**src/rtl/scram_frame_ctrl_pkg.sv**
```systemverilog
// Shared state encoding and constants for the DATA-field scrambler sequencer.
package scram_frame_ctrl_pkg;

  typedef enum logic [2:0] {
    ST_IDLE,
    ST_LOAD,
    ST_SERVICE,
    ST_PSDU,
    ST_TAIL,
    ST_PAD,
    ST_DONE
  } frame_state_t;

  localparam int         SERVICE_BITS = 16;
  localparam int         TAIL_BITS    = 6;
  localparam logic [3:0] BYTE_BITS    = 4'd8;
  localparam logic [6:0] DEF_SEED     = 7'b1011101;

  localparam logic [7:0] NDBPS_LEGAL [8] = '{8'd24, 8'd36, 8'd48, 8'd72,
                                             8'd96, 8'd144, 8'd192, 8'd216};

  // An unconfigured symbol size falls back to the smallest legal rate.
  function automatic logic [7:0] ndbps_or_default(input logic [7:0] n);
    return (n == 8'd0) ? NDBPS_LEGAL[0] : n;
  endfunction

  function automatic logic [6:0] seed_or_default(input logic [6:0] s, input logic [6:0] def);
    return (s == 7'd0) ? def : s;
  endfunction

endpackage

```
**src/rtl/psdu_byte_serializer.sv**
```systemverilog
// Byte-to-bit serializer for the PSDU: one byte register drained LSB-first.
// Refetches in the same cycle the last held bit is taken, so a steady source sees no bubbles.
module psdu_byte_serializer
  import scram_frame_ctrl_pkg::*;
#(
  parameter int LEN_W = 12
) (
  input  logic             sys_clk,
  input  logic             sys_rst,
  input  logic             clear,
  input  logic             fetch_en,
  input  logic [LEN_W-1:0] len,
  input  logic [7:0]       byte_data,
  input  logic             byte_valid,
  output logic             byte_ready,
  input  logic             bit_take,
  output logic             bit_vld,
  output logic             bit_dat,
  output logic             bit_last
);

  logic [7:0]       shreg;
  logic [3:0]       bcnt;
  logic [LEN_W-1:0] fetched;

  assign bit_vld    = (bcnt != 4'd0);
  assign bit_dat    = shreg[0];
  assign bit_last   = (bcnt == 4'd1) && (fetched == len);
  assign byte_ready = fetch_en && (fetched < len) &&
                      ((bcnt == 4'd0) || ((bcnt == 4'd1) && bit_take));

  always_ff @(posedge sys_clk) begin
    if (sys_rst || clear) begin
      shreg   <= 8'd0;
      bcnt    <= 4'd0;
      fetched <= '0;
    end else if (byte_valid && byte_ready) begin
      shreg   <= byte_data;
      bcnt    <= BYTE_BITS;
      fetched <= fetched + 1'b1;
    end else if (bit_take && bit_vld) begin
      shreg <= {1'b0, shreg[7:1]};
      bcnt  <= bcnt - 4'd1;
    end
  end

endmodule

```
**src/rtl/scram_frame_ctrl.sv**
```systemverilog
// Sequences seed load, SERVICE, PSDU, tail and pad bits into the scrambler.
// Tail/sym-last flags are delayed one extra register to line up with the scrambler's dout.
module scram_frame_ctrl
  import scram_frame_ctrl_pkg::*;
#(
  parameter logic [6:0] DEF_SEED = scram_frame_ctrl_pkg::DEF_SEED,
  parameter int         LEN_W    = 12
) (
  input  logic             sys_clk,
  input  logic             sys_rst,
  input  logic             start,
  input  logic [LEN_W-1:0] cfg_len,
  input  logic [7:0]       cfg_ndbps,
  input  logic [6:0]       cfg_seed,
  input  logic [7:0]       byte_data,
  input  logic             byte_valid,
  output logic             byte_ready,
  output logic [6:0]       scram_seed,
  output logic             scram_load,
  output logic             scram_din,
  output logic             scram_valid_i,
  output logic             tail_o,
  output logic             sym_last_o,
  output logic             busy,
  output logic             done
);

  localparam logic [4:0] SERVICE_LAST = 5'(SERVICE_BITS - 1);
  localparam logic [4:0] TAIL_LAST    = 5'(TAIL_BITS - 1);
  localparam logic [4:0] DONE_LAST    = 5'd2;

  frame_state_t     state, state_n;
  logic [LEN_W-1:0] len_r;
  logic [7:0]       ndbps_r;
  logic [7:0]       sym_cnt;
  logic [4:0]       ph_cnt, ph_n;
  logic             emit, din_c, tail_c, last_c, take, sym_wrap;
  logic             tail_d, last_d;
  logic             ser_vld, ser_dat, ser_last;

  assign sym_wrap = (sym_cnt == ndbps_r - 8'd1);
  assign last_c   = emit && sym_wrap;
  assign busy     = (state != ST_IDLE);
  assign done     = (state == ST_DONE) && (ph_cnt == DONE_LAST);

  psdu_byte_serializer #(.LEN_W(LEN_W)) u_ser (
    .sys_clk    (sys_clk),
    .sys_rst    (sys_rst),
    .clear      (state == ST_IDLE),
    .fetch_en   ((state == ST_SERVICE) || (state == ST_PSDU)),
    .len        (len_r),
    .byte_data  (byte_data),
    .byte_valid (byte_valid),
    .byte_ready (byte_ready),
    .bit_take   (take),
    .bit_vld    (ser_vld),
    .bit_dat    (ser_dat),
    .bit_last   (ser_last)
  );

  always_comb begin
    state_n = state;
    ph_n    = ph_cnt;
    emit    = 1'b0;
    din_c   = 1'b0;
    tail_c  = 1'b0;
    take    = 1'b0;
    case (state)
      ST_IDLE: begin
        if (start) state_n = ST_LOAD;
      end
      ST_LOAD: begin
        ph_n    = 5'd0;
        state_n = ST_SERVICE;
      end
      ST_SERVICE: begin
        emit = 1'b1;
        ph_n = ph_cnt + 5'd1;
        if (ph_cnt == SERVICE_LAST) begin
          ph_n    = 5'd0;
          state_n = (len_r == '0) ? ST_TAIL : ST_PSDU;
        end
      end
      ST_PSDU: begin
        // An empty register is an underrun: nothing is emitted and sym_cnt holds.
        if (ser_vld) begin
          emit  = 1'b1;
          take  = 1'b1;
          din_c = ser_dat;
          if (ser_last) state_n = ST_TAIL;
        end
      end
      ST_TAIL: begin
        emit   = 1'b1;
        tail_c = 1'b1;
        ph_n   = ph_cnt + 5'd1;
        if (ph_cnt == TAIL_LAST) begin
          ph_n    = 5'd0;
          state_n = sym_wrap ? ST_DONE : ST_PAD;
        end
      end
      ST_PAD: begin
        emit = 1'b1;
        if (sym_wrap) state_n = ST_DONE;
      end
      ST_DONE: begin
        // Two cycles for the last bit to reach the scrambler output, then the done pulse.
        ph_n = ph_cnt + 5'd1;
        if (ph_cnt == DONE_LAST) begin
          ph_n    = 5'd0;
          state_n = ST_IDLE;
        end
      end
      default: begin
        ph_n    = 5'd0;
        state_n = ST_IDLE;
      end
    endcase
  end

  always_ff @(posedge sys_clk) begin
    if (sys_rst) begin
      state         <= ST_IDLE;
      ph_cnt        <= 5'd0;
      len_r         <= '0;
      ndbps_r       <= 8'd0;
      sym_cnt       <= 8'd0;
      scram_seed    <= 7'd0;
      scram_load    <= 1'b0;
      scram_din     <= 1'b0;
      scram_valid_i <= 1'b0;
      tail_d        <= 1'b0;
      last_d        <= 1'b0;
      tail_o        <= 1'b0;
      sym_last_o    <= 1'b0;
    end else begin
      state  <= state_n;
      ph_cnt <= ph_n;
      if (state == ST_IDLE && start) begin
        len_r      <= cfg_len;
        ndbps_r    <= ndbps_or_default(cfg_ndbps);
        scram_seed <= seed_or_default(cfg_seed, DEF_SEED);
      end
      if (state == ST_IDLE)
        sym_cnt <= 8'd0;
      else if (emit)
        sym_cnt <= sym_wrap ? 8'd0 : sym_cnt + 8'd1;
      scram_load    <= (state == ST_LOAD);
      scram_valid_i <= emit;
      scram_din     <= din_c;
      tail_d        <= tail_c;
      last_d        <= last_c;
      tail_o        <= tail_d;
      sym_last_o    <= last_d;
    end
  end

endmodule

```
**config.mk**
```make
export PLATFORM = sky130hd
export DESIGN_NAME = scram_frame_ctrl
export DESIGN_NICKNAME = d
export VERILOG_FILES = /design/src/rtl/scram_frame_ctrl_pkg.sv /design/src/rtl/psdu_byte_serializer.sv /design/src/rtl/scram_frame_ctrl.sv
export SDC_FILE = /design/constraint.sdc
export NUM_CORES = 1
export LEC_CHECK = 0
export ABC_AREA = 0
export CAP_MARGIN = 20
export CORE_ASPECT_RATIO = 1.2
export CORE_UTILIZATION = 60
export CTS_CLUSTER_DIAMETER = 50
export DETAILED_ROUTE_END_ITERATION = 12
export DONT_BUFFER_PORTS = 1
export HOLD_SLACK_MARGIN = 0.03
export PLACE_DENSITY = 0.85
export SYNTH_ARGS = -nofsm -noshare
export SYNTH_HDL_FRONTEND = slang
export SYNTH_SLANG_ARGS = --single-unit
export TNS_END_PERCENT = 1
```
**constraint.sdc**
```tcl
create_clock -name sys_clk -period 4.25 [get_ports sys_clk]
set_input_delay 0 -clock sys_clk [delete_from_list [all_inputs] [get_ports sys_clk]]
set_output_delay 0 -clock sys_clk [all_outputs]
set_load 0.01 [all_outputs]
```
==> impl_metrics.ini, run 1 <==
[floorplanning]
fp.coreArea_sq_mm = 0.00613
start_util_pct = 63.4
die_h_um = 90.2
rows = 31
die-area_sq_mm = 0.00681
die_w_um = 75.5
pin_count = 54

[critical_path]
critical_path_class = register to register
slowest_stage = and2_1
end_kind = register
cpMostUsedCell = nor3_1
required_ns = 4.49
arrival_ns = 3.50
crit_path_start_kind = register
slowest_delay_ns = 0.89
path_max_fanout = 28
crit_chain = nor3_1 > and2_1 > o41ai_1 > nor2_1 > dlygate4sd3_1 > nor3_1

[sta]
fin_skew_ns = 0.00679
clock.fmax_ghz = 0.307
hold_viol_final = 0
fin_crit_sh_pct = 76.7
drv_slew = 0
slew_headroom_pct = 33.0
setup_viol = 0
setup_tns_ns = 0
post-route-min-period_ns = 3.26
rsz0062_at_grt = no
tightestPinTransition_ns = 1.00
holdWs_ns = 0.112

[routing]
avgRoutedWirePerCell_um = 16.0
vias = 3606
drc = 0
dr.pass1.iters = 5
routed_wl_um = 9490
drtIter0Drc = 143
drtAntennaViolNets = 0
vias_per_cell = 6.08

[global_routing]
overflow = 0
grt_pass1_vias = 3555
globalRouteTotalUtil_pct = 29.7
grt_pass1_wl_um = 15500
grt_start_max_net_pins = 44
antenna_found_initial = 0

[synthesis]
yosysSeqAreaShare_pct = 38.1
ys_seq_elements = 74
synthFlopType = dfxtp_1
syn-num-nets = 536
ys_warn_count = 0
syn_avg_cell_area_sq_um = 8.18
async_flop_share_pct = 0
synth_area_sq_mm = 0.00389
ys_top_cells_by_area = dfxtp_1, ha_1, a21oi_1
synth_edf_count = 0
synth_top_cell_by_area = dfxtp_1
ys_top_cells_by_count = dfxtp_1, nand2_1, a21oi_1, nor2_1, inv_1
synth_cell_type_count = 58
synthCells = 475
yosys.cell_count.top_type = dfxtp_1
synth_top_area_share_pct = 38.1

[pwr]
clkPwrFrac_pct = 38.1
cellPowerDensity_mw_per_mm2 = 349
leakage_uw = 0.00167
switchingPower_uw = 430
swShare_pct = 27.1
p_int_uw = 1160
vdd_drop_max_mv = 0.265
combPwrFrac_pct = 14.8
p_seq_share_pct = 47.1

[layout]
n_fill_cell = 446
diodes = 0
drive_gt1_share_pct = 5.28
final_core_util_pct = 74.4
nets = 567
syn2layout_area_growth_pct = 17.3
design_area_sq_mm = 0.00456

[flow_run]
maxCapViolCount = 0

[clock_tree]
clock_sinks = 74
cts_tree = built
h-tree-depth = 3
clockBufferDepth = 2
cts_root_buf = clkbuf_8
cts_made_buffers = 9
path_clk_slew_ns = 0.08
clock_latency_ns = 0.35

[outcome]
outcome = completed

[min_path]
hold_class = primary input to register

[place]
placed_area_sq_mm = 0.00389
gp_congestion = 0.910
port_buffers = 0
dp_hpwl_um = 5840
[path summary, 6_finish.rpt]
check | startpoint | to | slack, ns | cells after the start
worst max-delay path | state[0]$_SDFFE_PP0P_ | scram_seed[4]$_SDFFE_PP0P_ | 0.99 | 6
worst max register to register | state[0]$_SDFFE_PP0P_ | scram_seed[4]$_SDFFE_PP0P_ | 0.99 | 6
worst min-delay path | start | state[0]$_SDFFE_PP0P_ | 0.11 | 4
worst min register to register | tail_d$_SDFF_PP0_ | tail_o$_SDFF_PP0_ | 0.44 | 1
[routing by layer]
layer / vias to the layer above / part of all wire, % / track usage, %
li1: 1753 / - / -
met1: 1711 / 40 / 32.3
met2: 115 / 52 / 51.4
met3: 27 / 5.2 / 8.52
met4: 0 / 3.1 / 13.7
met5: - / 0 / 0
[timing repair]
item | CTS | global route
setup buffers | 0 | 0
hold endpoints to repair | 56 | 0
hold buffers | 44 | 0
setup endpoints to repair | 0 | 0
resized for setup | 0 | 0
[per-stage QoR]
step | power (uW) | instances | setup WS (ns)
floorplan | 917 | 475 | 2.00
detailed placement | 946 | 533 | 1.58
global placement | 939 | 533 | 1.65
finish | 1590 | 593 | 0.989
CTS | 1590 | 593 | 1.19
global route | 1660 | 593 | 0.722
[critical path, delay by kind of cell (launching register included)]
family / cells / cell delay [ns]
compound gates: 1 / 0.35
flops: 1 / 0.46
simple gates: 4 / 1.73
buf+inv: 1 / 0.60
[power groups by stage]
stage	Combinational (uW)	Clock, uW	Sequential, uW
final	235	606	749
after global placement	176	0	762
after detailed placement	183	0	764
after floorplan	164	0	753
after CTS	228	614	748
after global routing	258	650	753
[layout by cell type (no fill, tap or decap), drive strengths merged, types with 13 or more instances in the layout]
cell type    netlist  routed
a21oi             43      43
inv               28      28
nor3              26      26
xnor2             15      15
nor2b             13      13
nand2             55      55
or4               14      14
dfxtp             74      74
nor2              38      38
dlygate4sd3        0      43
ha                22      22
[area by class of cell]
| type | count | area [sq um] | area share [%] |
|---|---|---|---|
| timing repair buffer | 45 | 458 | 10.0 |
| clock inverter | 5 | 77.6 | 1.70 |
| multi-input combinational | 348 | 2190 | 48.1 |
| inverter | 28 | 105 | 2.30 |
| clock buffer | 11 | 141 | 3.10 |
| sequential | 74 | 1480 | 32.5 |
| tap | 82 | 103 | 2.25 |
[sequential cells by signal, indices dropped and copies added, names as in the netlist, 3 cells and up]
| register | flops |
|---|---|
| len_r | 12 |
| ndbps_r | 8 |
| ph_cnt | 5 |
| scram_seed | 7 |
| state | 3 |
| sym_cnt | 8 |
| u_ser.bcnt | 4 |
| u_ser.fetched | 12 |
| u_ser.shreg | 8 |
[cell families after synthesis]
logic type                 after synthesis  share of synthesized area, %
xor gates and xnor gates                20                          4.51
and+or+nand+nor                        203                          27.0
buffers and inverters                   53                          5.44
DFF                                     74                          38.1
AOI/OAI and AO/OA                       99                          16.8
muxes                                    4                          1.06
adders and majority gates               22                          7.08
Power figures use the tool's default switching activity.
==> inputs of run 2 (changes only) <==
--- a/config.mk
+++ b/config.mk
@@ -5,7 +5,7 @@
 export SDC_FILE = /design/constraint.sdc
 export NUM_CORES = 1
 export LEC_CHECK = 0
-export ABC_AREA = 0
+export ABC_AREA = 1
 export CAP_MARGIN = 20
 export CORE_ASPECT_RATIO = 1.2
 export CORE_UTILIZATION = 60
==> constraint.sdc (replaced) <==
create_clock -name sys_clk -period 3.1 [get_ports sys_clk]
set_input_delay 0 -clock sys_clk [delete_from_list [all_inputs] [get_ports sys_clk]]
set_output_delay 0 -clock sys_clk [all_outputs]
set_load 0.01 [all_outputs]
==> impl_metrics.ini, run 2 <==
[outcome]
outcome = completed

[synthesis]
syn-num-nets = 594
yosysSeqAreaShare_pct = 38.0
synthCells = 533
ys_top_cells_by_count = nand2_1, dfxtp_1, a21oi_1, inv_1, nor2_1
synth_fa_ha_area_share_pct = 7.06
ys_top_cells_by_area = dfxtp_1, nand2_1, a21oi_1
ys_warn_count = 0
async_flop_share_pct = 0
synthFlopType = dfxtp_1
synth_cell_type_count = 40
yosys.area_share.simple_pct = 27.2
synth-compound-area-share_pct = 15.8
synth_edf_count = 0
ys_seq_elements = 74
synth_top_cell_by_area = dfxtp_1
yosys.cell_count.top_type = nand2_1
syn_avg_cell_area_sq_um = 7.32
synthMuxAreaShare_pct = 0
synth_top_family_by_area = simple AND/OR/NAND/NOR gates
synthXorXnorAreaFrac_pct = 4.27
synth_area_sq_mm = 0.00390
synth_top_area_share_pct = 38.0

[critical_path]
crit_chain = nor2_1 > nand2_2 > inv_1 > nand2_2 > clkinv_1 > o21ai_0 > a21oi_1 > dlygate4sd3_1
crit_path_start_kind = register
path_buf_inv = 3
critical_path_class = register to register
required_ns = 3.33
cpMostUsedCell = nand2_2
path_max_fanout = 23
end_kind = register
slowest_delay_ns = 0.60
cp_top_family = buffers and inverters
arrival_ns = 2.96
slowest_stage = dfxtp_1

[layout]
largestRegisters = len_r x12, u_ser.fetched x12
drive_gt1_share_pct = 6.24
multi_input_area_sq_mm = 0.00212
layout_commonest_cell = nand2_1
final_core_util_pct = 73.6
n_fill_cell = 453
final_cell_mix = nand2_1, dfxtp_1, a21oi_1
final_cell_count_no_fill = 660
seqCellArea_sq_mm = 0.00148
nets = 634
syn2layout_area_growth_pct = 16.5

[global_routing]
grt_pass1_wl_um = 15900
antenna_found_initial = 1
grt_pass1_vias = 3710
grt_start_max_net_pins = 38
overflow = 0
globalRouteTotalUtil_pct = 30.4

[sta]
rsz0062_at_grt = no
drv_slew = 0
clock.fmax_ghz = 0.367
holdWs_ns = 0.0712
slew_headroom_pct = 39.2
setup_ws_ns = 0.372
tightestPinTransition_ns = 0.909
fin_skew_ns = 0.0131
setup_viol = 0
hold_viol_final = 0
fin_crit_sh_pct = 88.0
setup_tns_ns = 0
post-route-min-period_ns = 2.73

[routing]
dr.max_layer_used = met4
vias = 3742
drc = 0
route.met2.wl_um = 4960
vias_per_cell = 5.67
drtIter0Drc = 264
dr.pass1.iters = 5
routed_wl_um = 9730
avgRoutedWirePerCell_um = 14.7
drtAntennaViolNets = 0
wl_met1_um = 3900
dr_wl_met3_um = 462

[floorplanning]
die-area_sq_mm = 0.00683
die_w_um = 75.6
start_util_pct = 63.2
pin_count = 54
rows = 31
die_h_um = 90.3
fp.coreArea_sq_mm = 0.00617

[pwr]
vdd_drop_max_mv = 0.378
switchingPower_uw = 1200
swShare_pct = 40.0
cellPowerDensity_mw_per_mm2 = 660
p_seq_share_pct = 40.0
leakage_uw = 0.00181
combPwrFrac_pct = 36.6
clkPwrFrac_pct = 23.4
p_int_uw = 1800

[clock_tree]
path_clk_slew_ns = 0.08
h-tree-depth = 3
cts_made_buffers = 9
cts_setup_buffers = 0
clock_latency_ns = 0.36
clockBufferDepth = 2
cts_root_buf = clkbuf_8
cts_tree = built
cts-resized-gates = 0
clock_sinks = 74

[flow_run]
maxCapViolCount = 0

[min_path]
hold_class = primary input to register

[place]
gp_congestion = 0.864
post-place-ws_ns = 0.881
port_buffers = 0
dp_hpwl_um = 6140
place_inst = 601
==> run 2: cell count changes after synthesis, moves of 12 or more <==
cell / change
or4_1: -14
nor2b_1: -13
o21ai_0: +28
nand3_1: +21
nor2_1: +12
a21oi_1: +20
nand2_1: +45
inv_1: +25
clkbuf_1: -16
nor3_1: -12
==> run 2: metal layers <==
metal | vias to the layer above | GRT usage [%]
met3 | 39 | 7.37
li1 | 1850 | -
met1 | 1730 | 33.6
met2 | 123 | 50.7
met5 | - | 0
met4 | 0 | 18.8
==> run 2: metrics by stage <==
stage / power (uW) / cell area, sq um
2_1_floorplan: 2010 / 3900
3_3_place_gp: 2160 / 3930
3_5_place_dp: 2200 / 3930
4_1_cts: 2960 / 4540
5_1_grt: 3190 / 4540
6_report: 3000 / 4540
==> run 2: what timing repair did <==
action                     in CTS  in global routing
hold buffers                   43                  0
setup endpoints to repair       0                  0
hold endpoints to repair       55                  0
==> run 2: power by group through the flow <==
stage / logic, uW / clock network, uW / registers (uW)
6_report: 1100 / 700 / 1200
5_1_grt: 1240 / 737 / 1220
4_1_cts: 1070 / 696 / 1200
3_5_place_dp: 982 / 0 / 1220
3_3_place_gp: 950 / 0 / 1210
2_1_floorplan: 829 / 0 / 1190
==> run 2: kinds of logic after synthesis <==
family | after synthesis
flops | 74
xor+xnor | 19
compound gates | 116
simple gates | 229
fa+ha+maj | 22
buf+inv | 73
==> run 2: path summary, 6_finish.rpt <==
kind / cells past startpoint / slack, ns / to / startpoint
setup reg to reg: 8 / 0.37 / scram_seed[6]$_SDFFE_PP0P_ / state[2]$_SDFFE_PP0P_
hold / removal: 2 / 0.07 / u_ser.fetched[0]$_SDFFE_PP0P_ / byte_valid
setup / recovery: 8 / 0.37 / scram_seed[6]$_SDFFE_PP0P_ / state[2]$_SDFFE_PP0P_
hold reg to reg: 2 / 0.41 / sym_last_o$_SDFF_PP0_ / last_d$_SDFF_PP0_
==> run 2: area by class of cell <==
cell class | count | share of cell area [%]
diodes | 1 | 0.0551
inverters | 58 | 4.79
well taps | 82 | 2.26
multi-input cells | 386 | 46.7
flip-flops and latches | 74 | 32.6
clock buffers | 11 | 3.33
repair buffers | 44 | 9.64
clock inverters | 4 | 0.579
==> inputs of run 3 (changes only) <==
--- a/config.mk
+++ b/config.mk
@@ -5,7 +5,6 @@
 export SDC_FILE = /design/constraint.sdc
 export NUM_CORES = 1
 export LEC_CHECK = 0
-export ABC_AREA = 1
 export CAP_MARGIN = 20
 export CORE_ASPECT_RATIO = 1.2
 export CORE_UTILIZATION = 60
==> impl_metrics.ini, run 3 (synthesis results as in run 1) <==
[outcome]
outcome = completed

[routing]
route.met2.wl_um = 5000
dr.max_layer_used = met4
drc = 0
wl_met1_um = 3910
drtIter0Drc = 160
avgRoutedWirePerCell_um = 16.4
drtAntennaViolNets = 0
dr_wl_met3_um = 478
dr.pass1.iters = 4
routed_wl_um = 9900
vias = 3621
vias_per_cell = 6.01

[clock_tree]
clock_sinks = 74
cts_tree = built
cts_made_buffers = 9
clock_latency_ns = 0.35
h-tree-depth = 3
cts_root_buf = clkbuf_8
cts-resized-gates = 0
clockBufferDepth = 2
path_clk_slew_ns = 0.08

[pwr]
vdd_drop_max_mv = 0.471
swShare_pct = 26.8
clkPwrFrac_pct = 39.5
leakage_uw = 0.00173
switchingPower_uw = 607
p_seq_share_pct = 45.1
cellPowerDensity_mw_per_mm2 = 486
p_int_uw = 1660
combPwrFrac_pct = 15.4

[critical_path]
slowest_stage = or4_1
startpoint = len_r[6]$_SDFFE_PP0P_
path_buf_inv = 1
slowest_delay_ns = 0.66
crit_path_start_kind = register
arrival_ns = 3.01
crit_chain = inv_1 > ha_1 > and3_1 > a221o_1 > o21a_1 > or4_1 > a21oi_1
cp_top_family = compound AO/OA/AOI/OAI gates
r2r_start = len_r[6]$_SDFFE_PP0P_
path_max_fanout = 31
required_ns = 3.37
end_kind = register
r2r_slack_ns = 0.36
critical_path_class = register to register

[layout]
diodes = 0
largestRegisters = len_r x12, u_ser.fetched x12
nets = 577
n_fill_cell = 447
drive_gt1_share_pct = 5.96
layout_commonest_cell = dfxtp_1
syn2layout_area_growth_pct = 19.9
final_cell_mix = dfxtp_1, nand2_1, dlygate4sd3_1
design_area_sq_mm = 0.00466

[floorplanning]
die-area_sq_mm = 0.00681
die_w_um = 75.5
fp.coreArea_sq_mm = 0.00613
pin_count = 54
start_util_pct = 63.4
rows = 31
die_h_um = 90.2

[sta]
fin_crit_sh_pct = 88.3
drv_slew = 0
rsz0062_at_grt = no
hold_viol_final = 0
setup_viol = 0
holdWs_ns = 0.0831
clock.fmax_ghz = 0.366
setup_ws_ns = 0.364
tightestPinTransition_ns = 0.978
post-route-min-period_ns = 2.74
setup_tns_ns = 0
fin_skew_ns = 0.00782
slew_headroom_pct = 34.8

[global_routing]
grt_pass1_wl_um = 16300
grt_start_max_net_pins = 44
grt_pass1_vias = 3693
overflow = 0
antenna_found_initial = 0
globalRouteTotalUtil_pct = 31.3

[min_path]
hold_start = start
hold_class = primary input to register

[place]
post-place-ws_ns = 0.446
dp_hpwl_um = 5930
placed_area_sq_mm = 0.00393
gp_congestion = 0.870
port_buffers = 0

[flow_run]
maxCapViolCount = 0
-- run 3: changes by cell type in the layout (fill, tap and decap cells not counted), sizes merged, moves of 8 or more --
cell | before | now
a21oi | 65 | 43
inv | 56 | 28
nand2 | 106 | 55
nand3 | 35 | 11
nor2 | 52 | 38
nor2b | 0 | 13
nor3 | 14 | 26
o21ai | 42 | 8
o31ai | 0 | 10
or4 | 0 | 14
xnor2 | 7 | 15
-- run 3: layout make-up --
type                    count  area, sq um  share of cell area (%)
multi-input cells         348         2190                    47.1
flip-flops and latches     74         1480                    31.8
repair buffers             55          546                    11.7
clock buffers              10          128                    2.74
inverters                  28          105                    2.26
clock inverters             5          104                    2.23
well taps                  82          103                    2.20
-- run 3: worst paths after layout --
| kind | endpoint | depth (start not counted) |
|---|---|---|
| worst max-delay path | u_ser.fetched[7]$_SDFFE_PP0P_ | 7 |
| worst min-delay path | ndbps_r[7]$_SDFFE_PP0P_ | 3 |
| worst max register to register | u_ser.fetched[7]$_SDFFE_PP0P_ | 7 |
| worst min register to register | tail_o$_SDFF_PP0_ | 1 |
-- run 3: stage by stage --
step	power (uW)	utilization, %	cells
after floorplan	1260	-	475
after detailed placement	1310	64.1	538
after global placement	1290	64.1	538
after CTS	2250	76.1	602
after global routing	2350	76.1	602
final	2260	76.1	602
-- run 3: metal layers --
metal,GRT usage [%],up-vias
met3,7.85,47
met5,0,-
met1,33.6,1665
met4,18.8,0
li1,-,1774
met2,53.2,135
-- run 3: power groups by stage --
stage | Combinational (uW) | Sequential, uW | Clock [uW]
finish | 348 | 1020 | 895
global route | 379 | 1030 | 947
CTS | 334 | 1020 | 897
detailed placement | 266 | 1040 | 0
global placement | 253 | 1040 | 0
floorplan | 224 | 1030 | 0
-- run 3: worst register-to-register path, delay by kind of cell (launching register included) --
kind / cells / cell delay, ns
buffers and inverters: 1 / 0.06
and+or+nand+nor: 2 / 0.88
adders and majority gates: 1 / 0.31
AOI/OAI and AO/OA: 3 / 1.05
DFF: 1 / 0.37
-- run 3: what timing repair did --
| action | in CTS | in global routing |
|---|---|---|
| hold buffers | 49 | 0 |
| endpoints found under the hold margin | 55 | 0 |
| setup buffers | 0 | 0 |
